**config.mk**
```make
export PLATFORM = sky130hd
export DESIGN_NAME = alu_block_sequencer
export DESIGN_NICKNAME = d
export VERILOG_FILES = /design/src/rtl/alu_block_sequencer_pkg.sv /design/src/rtl/alu_block_sequencer_unpack.sv /design/src/rtl/alu_block_sequencer.sv
export SDC_FILE = /design/constraint.sdc
export NUM_CORES = 1
export LEC_CHECK = 0
export ABC_AREA = 1
export CORE_MARGIN = 3
export CORE_UTILIZATION = 49
export DETAILED_ROUTE_END_ITERATION = 10
export PLACE_DENSITY = 0.91
export SETUP_SLACK_MARGIN = 0.5
export SYNTH_ARGS = -nofsm -noshare
export SYNTH_HDL_FRONTEND = slang
export SYNTH_SLANG_ARGS = --single-unit
```
**constraint.sdc**
```tcl
create_clock -name clock -period 2.6 [get_ports clock]
set_clock_uncertainty 0.2 [all_clocks]
set_input_delay 0.65 -clock clock [delete_from_list [all_inputs] [get_ports clock]]
set_output_delay 0.65 -clock clock [all_outputs]
set_load 0.02 [all_outputs]
```
**src/rtl/alu_block_sequencer_pkg.sv**
```systemverilog
// alu_block_sequencer_pkg: shared opcodes, state encoding and pixel geometry for the ALU block sequencer.
package alu_block_sequencer_pkg;
  localparam int PIX_W = 8;
  localparam int IN_PIX = 4;
  localparam int OUT_PIX = 8;
  localparam logic [3:0] OP_NOP = 4'd0;
  localparam logic [3:0] OP_REPL = 4'd1;
  localparam logic [3:0] OP_DECIM = 4'd2;
  localparam logic [3:0] OP_AVG = 4'd3;
  typedef enum logic [2:0] {S_IDLE, S_READ, S_START, S_WRITE, S_RELEASE, S_FINISH} state_t;
  function automatic logic op_ok(input logic [3:0] op);
    return op inside {OP_REPL, OP_DECIM, OP_AVG};
  endfunction
endpackage

```
**src/rtl/alu_block_sequencer_unpack.sv**
```systemverilog
// alu_block_sequencer_unpack: holds the 64-bit ALU result and emits it byte by byte with destination addresses.
module alu_block_sequencer_unpack import alu_block_sequencer_pkg::*; #(
  parameter int DST_AW = 19
) (
  input  logic                       clock,
  input  logic                       reset,
  input  logic                       init,
  input  logic                       load,
  input  logic                       step,
  input  logic                       advance,
  input  logic [DST_AW-1:0]          base,
  input  logic [OUT_PIX*PIX_W-1:0]   result,
  output logic [DST_AW-1:0]          wr_addr,
  output logic [PIX_W-1:0]           wr_data,
  output logic                       last
);
  logic [OUT_PIX*PIX_W-1:0] hold;
  logic [2:0] idx;
  logic [DST_AW-1:0] ptr;
  always_ff @(posedge clock) begin
    if (reset) begin
      hold <= '0;
      idx <= '0;
      ptr <= '0;
    end else begin
      if (init) ptr <= base;
      else if (advance) ptr <= ptr + DST_AW'(OUT_PIX);
      if (load) begin
        hold <= result;
        idx <= '0;
      end else if (step) begin
        hold <= hold >> PIX_W;
        idx <= idx + 3'd1;
      end
    end
  end
  // the holding register shifts down, so the current byte is always the low one
  assign wr_addr = ptr + DST_AW'(idx);
  assign wr_data = hold[PIX_W-1:0];
  assign last = idx == 3'(OUT_PIX - 1);
endmodule

```
**src/rtl/alu_block_sequencer.sv**
```systemverilog
// alu_block_sequencer: reads 4-pixel blocks, drives the ALU start/done handshake and writes 8-pixel results back.
module alu_block_sequencer import alu_block_sequencer_pkg::*; #(
  parameter int SRC_AW = 17,
  parameter int DST_AW = 19,
  parameter int CNT_W = 16
) (
  input  logic                      clock,
  input  logic                      reset,
  input  logic                      cmd_valid,
  output logic                      cmd_ready,
  input  logic [3:0]                cmd_opcode,
  input  logic [SRC_AW-1:0]         cmd_src_base,
  input  logic [DST_AW-1:0]         cmd_dst_base,
  input  logic [CNT_W-1:0]          cmd_blocks,
  output logic [SRC_AW-1:0]         src_rd_addr,
  input  logic [PIX_W-1:0]          src_rd_data,
  output logic                      dst_wr_en,
  output logic [DST_AW-1:0]         dst_wr_addr,
  output logic [PIX_W-1:0]          dst_wr_data,
  output logic [3:0]                alu_opcode,
  output logic                      alu_start,
  output logic [IN_PIX*PIX_W-1:0]   alu_pixels_in,
  input  logic [OUT_PIX*PIX_W-1:0]  alu_pixels_out,
  input  logic                      alu_done,
  output logic                      seq_done,
  output logic                      seq_error
);
  state_t state, state_nx;
  logic [SRC_AW-1:0] src_ptr;
  logic [CNT_W-1:0] remaining;
  logic [3:0] op_q;
  logic err_q;
  logic [2:0] rd_cnt;
  logic [IN_PIX*PIX_W-1:0] pix_q;
  logic last, accept, released;
  assign accept = state == S_IDLE && cmd_valid;
  assign released = state == S_RELEASE && !alu_done;
  always_comb begin
    state_nx = state;
    cmd_ready = state == S_IDLE;
    alu_start = state == S_START || state == S_WRITE;
    dst_wr_en = state == S_WRITE;
    seq_done = state == S_FINISH;
    seq_error = state == S_FINISH && err_q;
    case (state)
      S_IDLE:    if (cmd_valid) state_nx = (!op_ok(cmd_opcode) || cmd_blocks == '0) ? S_FINISH : S_READ;
      S_READ:    if (rd_cnt == 3'(IN_PIX)) state_nx = S_START;
      S_START:   if (alu_done) state_nx = S_WRITE;
      S_WRITE:   if (last) state_nx = S_RELEASE;
      S_RELEASE: if (!alu_done) state_nx = remaining == CNT_W'(1) ? S_FINISH : S_READ;
      S_FINISH:  state_nx = S_IDLE;
      default:   state_nx = S_IDLE;
    endcase
  end
  always_ff @(posedge clock) begin
    if (reset) begin
      state <= S_IDLE;
      src_ptr <= '0;
      remaining <= '0;
      op_q <= '0;
      err_q <= 1'b0;
      rd_cnt <= '0;
      pix_q <= '0;
    end else begin
      state <= state_nx;
      rd_cnt <= state == S_READ ? rd_cnt + 3'd1 : 3'd0;
      if (accept) begin
        op_q <= cmd_opcode;
        err_q <= !op_ok(cmd_opcode);
        src_ptr <= cmd_src_base;
        remaining <= cmd_blocks;
      end
      // read data lags the address by a cycle; shifting in from the top leaves pixel 0 in the low byte
      if (state == S_READ && rd_cnt != 3'd0) pix_q <= {src_rd_data, pix_q[IN_PIX*PIX_W-1:PIX_W]};
      if (released) begin
        src_ptr <= src_ptr + SRC_AW'(IN_PIX);
        remaining <= remaining - CNT_W'(1);
      end
    end
  end
  assign src_rd_addr = src_ptr + SRC_AW'(rd_cnt);
  assign alu_pixels_in = pix_q;
  assign alu_opcode = op_q;
  alu_block_sequencer_unpack #(.DST_AW(DST_AW)) u_unpack (
    .clock   (clock),
    .reset   (reset),
    .init    (accept),
    .load    (state == S_START && alu_done),
    .step    (state == S_WRITE),
    .advance (released),
    .base    (cmd_dst_base),
    .result  (alu_pixels_out),
    .wr_addr (dst_wr_addr),
    .wr_data (dst_wr_data),
    .last    (last)
  );
endmodule

```
== Yosys cells after proc, flatten, opt, wreduce, memory -nomap -nowiden ==
Index checks and enable logic that the tools add are counted.

* Divide/modulo/power cells: 0
* Bitwise gates (word level): 1
* Equality and inequality tests: 16
* $lt $le $gt $ge: 0
* Multipliers: 0
* Mux-type cells: 16
* Shifts and indexed selects: 0
* Reduce and logical (&&, ||, !) cells: 18
* Add/sub/neg operators: 7

{| class="wikitable"
|+ Operators by type and width
! kind !! count
|-
| two-way mux 64 bit || 2
|-
| two-way mux 19 bit || 2
|-
| two-way mux 17 bit || 2
|-
| two-way mux 16 bit || 2
|-
| two-way mux 3 bit || 7
|-
| adder 19 x 3 -> 19 bit || 1
|-
| adder 19 x 4 -> 19 bit (second input constant) || 1
|-
| adder 17 x 3 -> 17 bit || 1
|-
| adder 17 x 3 -> 17 bit (second input constant) || 1
|-
| == test 16 x 1 -> 1 bit (second input constant) || 1
|-
| zero test 16 bit || 1
|-
| subtractor 16 x 1 -> 16 bit (second input constant) || 1
|-
| case mux 3 bit (5 select lines) || 1
|-
| == test 3 bit (second input constant) || 4
|-
| == test 4 x 2 -> 1 bit (second input constant) || 2
|-
| != test 2 bit (second input constant) || 4
|-
| adder 3 x 1 -> 3 bit (second input constant) || 2
|-
| == test 3 x 2 -> 1 bit (second input constant) || 2
|-
| nonzero test 3 bit || 2
|-
| logical AND 1 bit || 5
|-
| AND reduction 5 bit || 1
|-
| == test 4 x 1 -> 1 bit (second input constant) || 1
|-
| nonzero test 2 bit || 2
|-
| OR reduction 2 bit || 2
|-
| other kinds (6) || 8
|}

* Output and inout bits: 85
* Memory bits (writable): 0
* Memories: 0
* Latch bits: 0
* Input port bits: 132
* Flip-flop bits (word level): 162
* Logic and storage cells: 68
* Bits in read-only memories: 0

== Longest topological paths before layout ==
* Depth after elaboration: 7
* Depth in mapped cells: 11
* Depth with buffers taken out: 10

== Modules after synthesis ==
Synthesis repeated with hierarchy kept, for this count alone.

* Cell total of the unflattened synthesis: 1238
* Area, all modules: 8413.1 um2

{| class="wikitable"
|+ By module, submodules not included
! module !! area each (um2) !! cells each !! sequential area each (um2) !! instances
|-
| alu_block_sequencer_unpack || 4297.9 || 604 || 1721.7 || 1
|-
| alu_block_sequencer || 4115.2 || 634 || 1521.5 || 1
|}

== Least setup slack after synthesis ==
OpenSTA, ideal clock, no wires.

* Path kind: register -> output
* Start: reg u_unpack.ptr[4]
* End: out dst_wr_addr[15]
* Data required time: 1.750 ns
* Path buffers: 0
* Slack: -0.018 ns
* Arrival time: 1.768 ns
* Stages on the path, launching flop included: 10
* Cell sequence: dfxtp_1 ha_1 nand2_1 nor2_1 nand2_1 nor2_1 nand2_1 nor2_1 nand2_1 xor2_1

* Word-level cells in the longest chain between the ends: 1

{| class="wikitable"
|+ Ends and longest elaborated chain
! what !! RTL line !! RTL
|-
| start, declared || alu_block_sequencer_unpack.sv:19 || <nowiki>logic [DST_AW-1:0] ptr;</nowiki>
|-
| start signal, assigned || alu_block_sequencer_unpack.sv:26 || <nowiki>if (init) ptr <= base;</nowiki>
|-
| start signal, assigned || alu_block_sequencer_unpack.sv:27 || <nowiki>else if (advance) ptr <= ptr + DST_AW'(OUT_PIX);</nowiki>
|-
| adder 19 x 3 -> 19 bit || alu_block_sequencer_unpack.sv:38 || <nowiki>assign wr_addr = ptr + DST_AW'(idx);</nowiki>
|-
| end, declared || alu_block_sequencer.sv:18 || <nowiki>output logic [DST_AW-1:0] dst_wr_addr,</nowiki>
|}

No other way between the ends.

== Worst setup path in the final report ==
* Start: reg src_ptr[0]
* End: out src_rd_addr[14]

* Word-level cells in the longest chain between the ends: 1

{| class="wikitable"
|+ Ends and longest elaborated chain
! what !! RTL line !! RTL
|-
| start, declared || alu_block_sequencer.sv:29 || <nowiki>logic [SRC_AW-1:0] src_ptr;</nowiki>
|-
| start signal, assigned || alu_block_sequencer.sv:70 || <nowiki>src_ptr <= cmd_src_base;</nowiki>
|-
| start signal, assigned || alu_block_sequencer.sv:76 || <nowiki>src_ptr <= src_ptr + SRC_AW'(IN_PIX);</nowiki>
|-
| adder 17 x 3 -> 17 bit || alu_block_sequencer.sv:81 || <nowiki>assign src_rd_addr = src_ptr + SRC_AW'(rd_cnt);</nowiki>
|-
| end, declared || alu_block_sequencer.sv:15 || <nowiki>output logic [SRC_AW-1:0] src_rd_addr,</nowiki>
|}

No other way between the ends.

==> results.yml <==
outcome:
  status: "finished with violations"
  failed_checks: "negative setup slack"
worst_hold_path:
  hold_class: "reg -> reg"
grt:
  grt_pass1_wl_um: 43890
  grt_use_met1: 0.3499
  grt_max_degree: 109
  use_met3: 0.07281
  grt_usage: 0.2981
  antenna_found_initial: 0
  grt_pass1_vias: 9148
  grt_busiest_layer: "met2"
  grt_use_met2: 0.5091
  grt_overflow_total: 0
job:
  cap_violations: 0
worst_setup_path:
  crit_path_frequent_cell: "nand2_2"
  arrival_ps: 2090
  critPathRequiredTime_ps: 1750
  endpoint_kind: "output pin"
  slowest_delay_ps: 350
  crit_path_start_kind: "flop"
  crit_family: "adder cells"
  crit_type: "reg -> out"
  crit_chain: "ha_4 > fa_2 > nand2_2 > nand2_2 > nand2_2 > inv_2 > nand2_4 > nor2_4 > nand2_4 > xor2_4 > buf_6"
  critPathMaxFanout: 3
  path_buf_inv: 2
  crit_slowest_cell: "fa_2"
power_and_ir_drop:
  p_leak_uw: 0.005329
  finalPower_uw: 11070
  pwr_density_cell_nw_per_um2: 859.9
  worst_ir_drop_vdd_mv: 0.6142
detailed_routing:
  remaining_drc_errors: 0
  drt_iter0_drc: 848
  post_drt_wl_per_cell_um: 16.95
  drtAntennaViolNets: 0
  post_drt_via_cell_ratio: 5.517
  wirelength_um: 29610
  vias: 9639
  first_pass_iters: 6
synthesis:
  syn_area_um2: 8204
  syn_avg_cell_area_um2: 6.780
  syn_inst: 1210
  synth.yosys.seq_area_share: 0.3953
  ys.flop_type: "dfxtp_1"
  yosysWarnings: 0
  synth_edf_count: 0
  synth_nets: 1358
  async_reset_ff_frac: 0
  ys_types: 40
  ys_ff_latch: 162
cts:
  cts_root_buffer: "clkbuf_16"
  clkLatencyLatePin_ps: 440
  cts_buffer_depth: 2
  htreeDepth: 4
  cts_buffers: 17
  clkSinkCount: 162
  path_clk_slew_ps: 70
  cts_tree: "yes"
die:
  die_area_um2: 18330
  die_h_um: 135.4
  initial_core_util: 0.5091
  num_io_pins: 217
  num_rows: 46
  core_area_um2: 16120
  die_w_um: 135.4
timing:
  timing.final.crit_share: 1.131
  max_slew.worst_pin.slew_ps: 495.5
  tns_ps: -6141
  timing.fmax_mhz: 340.1
  setup_slack_ps: -339.9
  maxSlewViolCount: 0
  finalHoldViolations: 0
  period_needed_ps: 2940
  setup_violations: 29
  rsz0062_at_grt: "yes"
  slew_headroom: 0.6661
layout:
  final_common_cell: "nand2_1"
  nets: 1666
  drive_above_1_share: 0.2266
  area_delta_synth_final_pct: 56.87
  final_area_um2: 12870
  final_cell_mix: "nand2_1 (368), dfxtp_1 (146), nor2_1 (141)"
  multiInputGateArea_um2: 5016
  seq_area_um2: 3276
  diodes: 0
  final_core_util: 0.7986
  fin_cells: 1747
  num-fill-cells: 1018
placement:
  dp_hpwl_um: 18870
  gp_congestion: 0.9602
  port_buffers: 216
  placed_cell_area_um2: 11650
  placed_cells: 1682
power breakdown:
part	internal, µW	switching, µW
logic	2100	2940
registers	2950	393
clock network	1570	1110
metrics by stage:
step	hold slack (ps)	setup slack, ps
after floorplan	240.1	229.9
after global placement	250.9	-290.0
after detailed placement	255.1	-414.9
after CTS	263.7	-340.2
after global routing	285.5	-380.6
final	262.1	-339.9
cell usage after synthesis (4+ instances only):
| cell | count | share of area |
|---|---|---|
| nor2_1 | 161 | 0.074 |
| dfxtp_1 | 162 | 0.40 |
| ha_1 | 14 | 0.021 |
| a21oi_1 | 52 | 0.032 |
| xnor2_1 | 4 | 0.0043 |
| nor3_1 | 15 | 0.0092 |
| buf_2 | 22 | 0.013 |
| inv_1 | 72 | 0.033 |
| inv_2 | 5 | 0.0023 |
| xor2_1 | 32 | 0.034 |
| nand3_1 | 52 | 0.032 |
| nand4_1 | 10 | 0.0076 |
| nand2_1 | 390 | 0.18 |
| o21ai_0 | 57 | 0.035 |
| clkbuf_1 | 29 | 0.013 |
| o211ai_1 | 7 | 0.0064 |
| a31oi_1 | 66 | 0.050 |
| or2_2 | 5 | 0.0038 |
| buf_4 | 15 | 0.014 |
| nand3b_1 | 5 | 0.0046 |
timing repair:
item / 4_1_cts / 5_1_grt
hold buffers: 0 / 0
resized for setup: 319 / 53
gates cloned: 1 / 2
setup endpoints to repair: 123 / 106
setup buffers: 15 / 15
pin swaps: 34 / 31
flip-flops by register name (all words and copies together), names as in the netlist:
register       flops
u_unpack.hold     64
u_unpack.idx       3
alu_opcode         4
src_ptr           17
err_q              1
u_unpack.ptr      19
alu_pixels_in     32
state              3
rd_cnt             3
remaining         16
worst paths after layout:
kind	start	to	slack, ps	cells after the start
worst max-delay path	src_ptr[0]	src_rd_addr[14]	-340	11
worst max register to register	u_unpack.idx[0]	state[0]	520	8
worst min register to register	u_unpack.hold[63]	u_unpack.hold[63]	260	2
worst min-delay path	u_unpack.hold[63]	u_unpack.hold[63]	260	2
logic make-up (layout without fill, tap and decap cells):
logic type               count (synthesis)  after routing  share of synthesized area
buffers and inverters                  145            465                    0.07747
AO/OA/AOI/OAI                          198            198                     0.1376
adder cells (fa/ha/maj)                 16             16                    0.02623
flip-flops                             162            162                     0.3953
AND/OR/NAND/NOR                        653            654                     0.3250
XOR/XNOR                                36             36                    0.03843
worst reg2reg max path: cells and delay by family, from the launching register on:
| kind | cells | cell delay [ps] |
|---|---|---|
| compound gates | 2 | 270 |
| fa+ha+maj | 2 | 430 |
| buf+inv | 1 | 130 |
| flops | 1 | 340 |
| simple gates | 3 | 570 |
layer usage:
metal	up-vias	wire length, µm
met3	130	2519
li1	4527	-
met4	0	1542
met5	-	0
met1	4419	10990
met2	563	14560
final cells by class:
type	instances	share of cell area
Clock buffer	18	0.03412
Clock inverter	14	0.01497
Inverter	77	0.02518
Multi-Input combinational cell	904	0.3898
Sequential cell	162	0.2545
Tap cell	216	0.02100
Timing Repair Buffer	356	0.2605
(Power assumes the default switching activity.)
